**src/rtl/blob_pkg.sv**
```systemverilog
// Shared definitions for the blob pixel streamer.
//   IMG_COL / IMG_ROW / FRAME_PIX : default frame geometry
//   PIX_CNT_W                     : width of the in/out pixel counters
//   state_t                       : streamer FSM states
package blob_pkg;

  localparam int IMG_COL   = 800;
  localparam int IMG_ROW   = 600;
  localparam int FRAME_PIX = IMG_COL * IMG_ROW;  // 480000
  localparam int PIX_CNT_W = 19;

  typedef enum logic [2:0] {
    S_IDLE,
    S_SYNC,
    S_PREFILL,
    S_STREAM,
    S_WAIT
  } state_t;

endpackage

```
**src/rtl/blob_pixel_streamer_bit_fifo.sv**
```systemverilog
// bit_fifo: single-clock 1-bit FIFO feeding the streamer output.
//   i_clk, i_rst (sync, active high), i_flush (sync clear)
//   i_push/i_din  : write one bit (ignored when full)
//   i_pop         : read one bit (ignored when empty)
//   o_dout        : registered read data; 0 in any cycle after a cycle
//                   without a successful pop
//   o_full, o_empty, o_count : occupancy status
module bit_fifo #(
  parameter int DEPTH = 1024,
  localparam int AW = $clog2(DEPTH),
  localparam int CW = AW + 1
) (
  input  logic          i_clk,
  input  logic          i_rst,
  input  logic          i_flush,
  input  logic          i_push,
  input  logic          i_pop,
  input  logic          i_din,
  output logic          o_dout,
  output logic          o_full,
  output logic          o_empty,
  output logic [CW-1:0] o_count
);

  logic [DEPTH-1:0] r_mem;
  logic [AW-1:0]    r_wr;
  logic [AW-1:0]    r_rd;
  logic [CW-1:0]    r_count;
  logic             r_dout;
  logic             w_do_push;
  logic             w_do_pop;

  assign o_full    = (r_count == CW'(DEPTH));
  assign o_empty   = (r_count == '0);
  assign o_count   = r_count;
  assign o_dout    = r_dout;
  assign w_do_push = i_push && !o_full;
  assign w_do_pop  = i_pop && !o_empty;

  // Storage carries no reset; occupancy is tracked by the pointers.
  always_ff @(posedge i_clk) begin
    if (w_do_push && !i_rst && !i_flush) begin
      r_mem[r_wr] <= i_din;
    end
  end

  always_ff @(posedge i_clk) begin
    if (i_rst || i_flush) begin
      r_wr    <= '0;
      r_rd    <= '0;
      r_count <= '0;
      r_dout  <= 1'b0;
    end else begin
      if (w_do_push) r_wr <= r_wr + 1'b1;
      if (w_do_pop)  r_rd <= r_rd + 1'b1;
      // A failed or absent pop yields 0 so an underflow emits a zero bit.
      r_dout <= w_do_pop ? r_mem[r_rd] : 1'b0;
      case ({w_do_push, w_do_pop})
        2'b10:   r_count <= r_count + 1'b1;
        2'b01:   r_count <= r_count - 1'b1;
        default: r_count <= r_count;
      endcase
    end
  end

endmodule

```
**src/rtl/blob_pixel_streamer.sv**
```systemverilog
// blob_pixel_streamer: thresholds a grayscale pixel stream to 1 bit per
// pixel, buffers the bits and emits exactly one frame, one bit per cycle,
// to the blob categorizer.
//   i_clk, i_rst           : clock, synchronous active-high reset
//   i_start                : frame request pulse (latches threshold/invert)
//   i_pix_valid/o_pix_ready/i_pix_data/i_pix_sof : source pixel handshake
//   i_threshold, i_invert  : binarisation controls
//   o_valid, o_seq         : frame-active and foreground bit to categorizer
//   i_consumer_req         : categorizer activity monitor
//   i_result_valid         : categorizer done, closes the frame
//   o_busy, o_underflow, o_frame_err : status / sticky error flags
//
// state     | meaning
// S_IDLE    | waiting for i_start
// S_SYNC    | discarding pixels until the start-of-frame pixel
// S_PREFILL | buffering bits until enough are queued to stream
// S_STREAM  | one bit popped per cycle, input still accepted
// S_WAIT    | frame sent, o_valid held until the result returns
module blob_pixel_streamer
  import blob_pkg::*;
#(
  parameter int IMG_COL    = blob_pkg::IMG_COL,
  parameter int IMG_ROW    = blob_pkg::IMG_ROW,
  parameter int PIX_W      = 8,
  parameter int FIFO_DEPTH = 1024,
  parameter int PREFILL    = 800
) (
  input  logic             i_clk,
  input  logic             i_rst,
  input  logic             i_start,
  input  logic             i_pix_valid,
  output logic             o_pix_ready,
  input  logic [PIX_W-1:0] i_pix_data,
  input  logic             i_pix_sof,
  input  logic [PIX_W-1:0] i_threshold,
  input  logic             i_invert,
  output logic             o_valid,
  output logic             o_seq,
  input  logic             i_consumer_req,
  input  logic             i_result_valid,
  output logic             o_busy,
  output logic             o_underflow,
  output logic             o_frame_err
);

  localparam int CNT_W = $clog2(FIFO_DEPTH) + 1;
  localparam logic [PIX_CNT_W-1:0] FRAME_LEN   = PIX_CNT_W'(IMG_COL * IMG_ROW);
  localparam logic [CNT_W-1:0]     PREFILL_LVL = CNT_W'(PREFILL);

  state_t               r_state;
  logic [PIX_W-1:0]     r_thr;
  logic                 r_inv;
  logic [PIX_CNT_W-1:0] r_in_cnt;
  logic [PIX_CNT_W-1:0] r_out_cnt;
  logic                 r_valid;
  logic                 r_underflow;
  logic                 r_frame_err;

  logic                 w_accept_st;
  logic                 w_xfer;
  logic                 w_bit;
  logic                 w_push;
  logic                 w_pop;
  logic                 w_flush;
  logic                 w_fifo_dout;
  logic                 w_fifo_full;
  logic                 w_fifo_empty;
  logic [CNT_W-1:0]     w_fifo_count;

  assign w_accept_st = (r_state == S_SYNC) || (r_state == S_PREFILL) ||
                       (r_state == S_STREAM);
  assign o_pix_ready = w_accept_st && !w_fifo_full && (r_in_cnt < FRAME_LEN);
  assign w_xfer      = i_pix_valid && o_pix_ready;
  assign w_bit       = (i_pix_data >= r_thr) ^ r_inv;
  // In S_SYNC only the start-of-frame pixel enters the FIFO.
  assign w_push      = w_xfer && ((r_state != S_SYNC) || i_pix_sof);
  // Every S_STREAM cycle owes exactly one bit, buffered or not.
  assign w_pop       = (r_state == S_STREAM);
  assign w_flush     = (r_state == S_WAIT) && i_result_valid;

  bit_fifo #(.DEPTH(FIFO_DEPTH)) u_fifo (
    .i_clk   (i_clk),
    .i_rst   (i_rst),
    .i_flush (w_flush),
    .i_push  (w_push),
    .i_pop   (w_pop),
    .i_din   (w_bit),
    .o_dout  (w_fifo_dout),
    .o_full  (w_fifo_full),
    .o_empty (w_fifo_empty),
    .o_count (w_fifo_count)
  );

  assign o_valid     = r_valid;
  assign o_seq       = w_fifo_dout;
  assign o_busy      = (r_state != S_IDLE);
  assign o_underflow = r_underflow;
  assign o_frame_err = r_frame_err;

  always_ff @(posedge i_clk) begin
    if (i_rst) begin
      r_state     <= S_IDLE;
      r_thr       <= '0;
      r_inv       <= 1'b0;
      r_in_cnt    <= '0;
      r_out_cnt   <= '0;
      r_valid     <= 1'b0;
      r_underflow <= 1'b0;
      r_frame_err <= 1'b0;
    end else begin
      case (r_state)
        S_IDLE: begin
          if (i_start) begin
            r_thr       <= i_threshold;
            r_inv       <= i_invert;
            r_in_cnt    <= '0;
            r_out_cnt   <= '0;
            r_underflow <= 1'b0;
            r_frame_err <= 1'b0;
            r_state     <= S_SYNC;
          end
        end
        S_SYNC: begin
          if (w_push) begin
            r_in_cnt <= PIX_CNT_W'(1);
            r_state  <= S_PREFILL;
          end
        end
        S_PREFILL: begin
          if (w_xfer) begin
            r_in_cnt <= r_in_cnt + 1'b1;
            if (i_pix_sof) r_frame_err <= 1'b1;
          end
          // A frame shorter than the prefill level starts once fully read.
          if ((w_fifo_count >= PREFILL_LVL) || (r_in_cnt == FRAME_LEN)) begin
            r_valid <= 1'b1;
            r_state <= S_STREAM;
          end
        end
        S_STREAM: begin
          if (w_xfer) r_in_cnt <= r_in_cnt + 1'b1;
          r_out_cnt <= r_out_cnt + 1'b1;
          if (w_fifo_empty) r_underflow <= 1'b1;
          // Consumer has had two cycles to react to o_valid by now.
          if (!i_consumer_req && (r_out_cnt >= PIX_CNT_W'(2))) r_frame_err <= 1'b1;
          if (r_out_cnt == FRAME_LEN - 1'b1) r_state <= S_WAIT;
        end
        S_WAIT: begin
          if (i_result_valid) begin
            r_valid <= 1'b0;
            r_state <= S_IDLE;
          end
        end
        default: r_state <= S_IDLE;
      endcase
    end
  end

endmodule

```
**config.mk**
```make
export PLATFORM = sky130hd
export DESIGN_NAME = blob_pixel_streamer
export DESIGN_NICKNAME = d
export VERILOG_FILES = /design/src/rtl/blob_pkg.sv /design/src/rtl/blob_pixel_streamer_bit_fifo.sv /design/src/rtl/blob_pixel_streamer.sv
export SDC_FILE = /design/constraint.sdc
export NUM_CORES = 2
export LEC_CHECK = 0
export CAP_MARGIN = 20
export CELL_PAD_IN_SITES_DETAIL_PLACEMENT = 0
export CELL_PAD_IN_SITES_GLOBAL_PLACEMENT = 2
export CORE_MARGIN = 10
export CORE_UTILIZATION = 41
export DETAILED_ROUTE_END_ITERATION = 12
export PLACE_DENSITY = 0.72
export RECOVER_POWER = 100
export SKIP_LAST_GASP = 1
export SLEW_MARGIN = 25
export SYNTH_ARGS = -nofsm -noshare
export SYNTH_HDL_FRONTEND = slang
export SYNTH_HIERARCHICAL = 1
export SYNTH_SLANG_ARGS = --single-unit
```
**constraint.sdc**
```tcl
create_clock -name i_clk -period 24 [get_ports i_clk]
set_input_delay 6 -clock i_clk [delete_from_list [all_inputs] [get_ports i_clk]]
set_output_delay 6 -clock i_clk [all_outputs]
set_load 0.05 [all_outputs]
```
* After elaboration in Yosys (flattened, before gate mapping)
Cells that the tools add are included.
Cells by class: order comparisons 7, muxes and demuxes 27, bitwise gates (word level) 2, $add $sub $neg 6, equal/unequal tests 20, reduce and logical (&&, ||, !) cells 38
Operators with widths (number):
- bitwise mux 1024 bit | 1
- two-way mux 19 bit | 3
- one-hot mux 19 bit (3 select lines) | 1
- adder 19 x 1 -> 19 bit, second input constant | 2
- == test 19 bit, second input constant | 2
- one-hot mux 19 bit (2 select lines) | 1
- less-than comparator 10 x 11 -> 1 bit, second input constant | 2
- one-hot mux 11 bit (2 select lines) | 1
- adder 10 x 1 -> 10 bit, second input constant | 2
- greater-or-equal comparator 19 x 2 -> 1 bit, second input constant | 1
- less-than comparator 19 bit, second input constant | 1
- two-way mux 3 bit | 5
- one-hot mux 3 bit (5 select lines) | 1
- inequality test 2 bit, second input constant | 7
- adder 11 x 1 -> 11 bit, second input constant | 1
- == test 11 bit, second input constant | 1
- greater-or-equal comparator 11 x 10 -> 1 bit, second input constant | 1
- logical AND 1 bit | 11
- zero test 11 bit | 1
- subtractor 11 x 1 -> 11 bit, second input constant | 1
- binary-select mux 1 bit (select 10 bit) | 1
- demux 1 bit (select 10 bit) | 1
- greater-or-equal comparator 10 x 1 -> 1 bit, second input constant | 1
- AND reduction 5 bit | 2
- other kinds (22) | 49
Storage, ports and cells: bits of input ports 24, output and inout port bits 6, register bits 1109

* Depth between registers and ports, before layout
depth in word-level cells 10, mapped depth 21

* Cells and area by module
Netlist, hierarchy kept.
Modules (own cells, without submodules):
- bit_fifo | times used 1, area each 45805.2 um^2, cells each 3218
- blob_pixel_streamer | times used 1, area each 3079.2 um^2, cells each 406

* Least setup slack after synthesis
Ideal clock, no wire load.
path type input port to flip-flop, from input port i_pix_data[4], to register u_fifo.r_mem[0], data pin, path slack 0.063 ns, cell stages on the path 6, arrival 18.831 ns, cells stage by stage ha_1 -> a21o_1 -> a21oi_1 -> nor2b_1 -> a21oi_1 -> nand3b_1
On the way: cells in the longest elaborated chain, start to end 3
Ends and longest elaborated chain:
- start, declared | line blob_pixel_streamer.sv:33 | input logic [PIX_W-1:0] i_pix_data,
- greater-or-equal comparator 8 bit | line blob_pixel_streamer.sv:74 | assign w_bit = (i_pix_data >= r_thr) ^ r_inv;
- XOR 1 bit | line blob_pixel_streamer.sv:74
- named net w_bit | line blob_pixel_streamer.sv:61 | logic w_bit;
- bitwise mux 1024 bit | line blob_pixel_streamer_bit_fifo.sv:43 | r_mem[r_wr] <= i_din;
- end signal, assigned by index | line blob_pixel_streamer_bit_fifo.sv:43
- end, declared | line blob_pixel_streamer_bit_fifo.sv:25 | logic [DEPTH-1:0] r_mem;
The timed path passes the listed nets, and every way through them passes these cells. A chain may end at the register's enable or synchronous reset.

* Final worst setup path
from input port i_pix_data[0], to register u_fifo.r_mem[971], data pin
The elaborated chain is that of the path after synthesis.

==> impl_results.md <==
- CP delay by family, top: buffers and inverters
- Syn_nets: 3676
- Worst path bufs/invs: 5
- DRC Markers: 0
- Primary FF master, synth: edfxtp_1
- Max-cap violations: 38
- Max-slew headroom: -205%
- Vias: 29927
- Clk slew on worst S/H paths: 0.06 ns
- Final ANT Viol Nets: 0
- Clk Latency, worst-skew pair: 0.72 ns
- Slew Limit Fails: 1440
- Reg-to-reg startpoint: r_thr[4]
- Initial Util: 41.3%
- CTS resizes: 0
- CTS tree: done
- Failing checks: max-capacitance violations, max-slew violations
- Worst EP required: 24.37 ns
- Core Region: 118000 sq um
- Final setup vio count: 0
- CTS buffer count: 117
- CP peak stage delay: 3.23 ns
- Status: complete, but fails checks
- Crit. End Element: flip-flop
- Avg Inst Size Synth: 13.5 sq um
- Syn. warnings: 6
- Final setup margin: 8.52 ns
- Hold_buf cts: 0
- First-pass DRT Iterations: 5
- Number of synthesized flops with an enable pin: 1024
- Ys async rst share: 0%
- Total power divided by cell area: 76.4 nW/um^2
- Yosys reg bits: 1109
- # rows: 126
- Crit share post-route: 64.5%
- Commonest non-fill, non-tap cell in the layout: nor2_1
- Register area share after synthesis: 66.4%
- I/O pins: 30
- Worst Path Arrival: 15.85 ns
- Slowest-stage cell, CP: clkbuf_1
- Dpl ws: 12.63 ns
- Startpoint types: input port
- Synth unique cells: 75
- Worst path cell trace: dlygate4sd3_1 -> inv_1 -> ha_1 -> nand2b_1 -> a21o_1 -> a21o_1 -> a2111oi_0 -> nand3b_1 -> clkbuf_1 -> clkbuf_1 -> buf_4
- GPL Wtd Cong: 0.776
- Slew @ Worst Pin: 4.57 ns
- HP Class: reg -> reg
- H-Tree Depth: 3
- RSZ-0062 raised after global routing: no
- Most frequent cells in the layout: nor2_1, edfxtp_1, mux4_2
- Total global-route track usage: 19.9%
- CP Launch Point: i_pix_data[0]
- Post-Route WL: 134000 um
- Hpwl dp: 71600 um
- Die Y: 365 um
- Skew final: 0.0250 ns
- HP Start: r_in_cnt[18]
- Wirelength per Cell: 26.1 um
- Number of buffers added on ports: 29
- Post-Syn Instances: 3624
- Largest net degree at the start of global routing: 130
- DIE AREA: 133000 sq um
- Clock Tree Buf Depth: 3
- Nets: 3557
- Fmax: 64.6 MHz
- Post-CTS Setup Repair Bufs: 0
- Final Core Density: 45.6%
- Fin crit period: 15.48 ns
- Initial antenna violation count: 0
- P&R area growth vs syn: 10.2%
- Layout cells sized above 1: 13.3%
- Final hold viol count: 0
- CP Max Fanout: 122
- Root Buffer: clkbuf_16
- N_diodes: 0
- Vias in the first global route: 29725
- Synth Cell Area: 48900 sq um
- Total grt overflow: 0
- Worst VDD drop: 0.0640 mV
- First-pass GRT wire length: 197000 um
- Final hold slack: 0.450 ns
- CTS sink count: 1109
- Critical path class: in -> reg
- Setup TNS: 0 ns
- Die X: 365 um
- Power Total: 4.11 mW
- Vias/cell: 5.82
- DR iter-0 viols: 3220
- LEAKAGE: 15.3 nW
[worst register-to-register path, stage by stage (launching register included)]
cell	delay, ns
dfxtp_1	0.33
inv_1	0.06
ha_1	0.29
a21o_1	0.18
a21oi_1	0.14
nor2b_1	0.08
a2111oi_0	0.35
nand3b_1	0.51
clkbuf_1	3.07
clkbuf_1	3.33
buf_4	1.14
[through the flow]
| stage | std cells | cell area, sq um |
|---|---|---|
| after floorplan | 3624 | 48900 |
| after global placement | 4922 | 50200 |
| after detailed placement | 4922 | 50200 |
| after CTS | 5138 | 54000 |
| after global routing | 5138 | 53900 |
| final | 5138 | 53900 |
[sequential cells by signal (all words and copies together), names as in the netlist]
register and cells:
o_frame_err 1, o_underflow 1, o_valid 1, r_in_cnt 19, r_inv 1, r_out_cnt 19, r_state 3, r_thr 8
u_fifo/o_count 11, u_fifo/o_dout 1, u_fifo/r_mem 1024, u_fifo/r_rd 10, u_fifo/r_wr 10
[where the power goes]
part           leakage (nW)  switching [mW]  internal (mW)
Clock                  1.82           0.751           1.01
Combinational          3.66           0.118         0.0197
Sequential             9.83         0.00358           2.21
[final timing paths]
check / slack [ns] / cells past startpoint / endpoint
hold reg to reg: 0.45 / 2 / r_in_cnt[18]
setup / recovery: 8.52 / 11 / u_fifo/r_mem[971]
hold / removal: 0.45 / 2 / r_in_cnt[18]
setup reg to reg: 14.10 / 10 / u_fifo/r_mem[971]
[cell type report]
type / count / area (sq um)
Sequential cell: 1109 / 32500
Timing Repair Buffer: 91 / 656
Clock inverter: 65 / 594
Multi-Input combinational cell: 2158 / 15000
Fill cell: 10571 / 64400
Clock buffer: 151 / 3120
Inverter: 28 / 105
Tap cell: 1536 / 1920
[cell families (layout without fill, tap and decap cells)]
logic type | count (synthesis) | after routing | synth area share (%)
AO/OA/AOI/OAI | 328 | 328 | 4.64
XOR/XNOR | 25 | 25 | 0.448
adder cells (fa/ha/maj) | 28 | 28 | 0.732
buffers and inverters | 357 | 335 | 3.22
flip-flops | 1109 | 1109 | 66.4
multiplexers | 338 | 338 | 12.6
AND/OR/NAND/NOR | 1439 | 1439 | 12.0
[metal layers]
| metal | share of wire (%) | up-vias | global-route usage [%] |
|---|---|---|---|
| met1 | 41 | 15763 | 26.0 |
| met2 | 50 | 871 | 34.5 |
| met5 | 0 | - | 0 |
| li1 | - | 13099 | - |
| met4 | 2.6 | 0 | 5.62 |
| met3 | 6.0 | 194 | 2.67 |
[synthesized netlist by cell type (all sizes together) (27+ instances only)]
| cell | n | area [sq um] |
|---|---|---|
| nor2 | 1111 | 4170 |
| edfxtp | 1024 | 30700 |
| clkbuf | 270 | 1010 |
| mux4 | 220 | 4950 |
| nand2 | 148 | 556 |
| mux2i | 108 | 1080 |
| dfxtp | 85 | 1700 |
| a21oi | 77 | 385 |
| buf | 59 | 453 |
| o221ai | 57 | 499 |
| o21ai | 47 | 235 |
| nand3 | 37 | 185 |
| a22oi | 30 | 225 |
| ha | 27 | 338 |
| inv | 27 | 101 |
No activity file was read; power rests on OpenSTA's default activity.
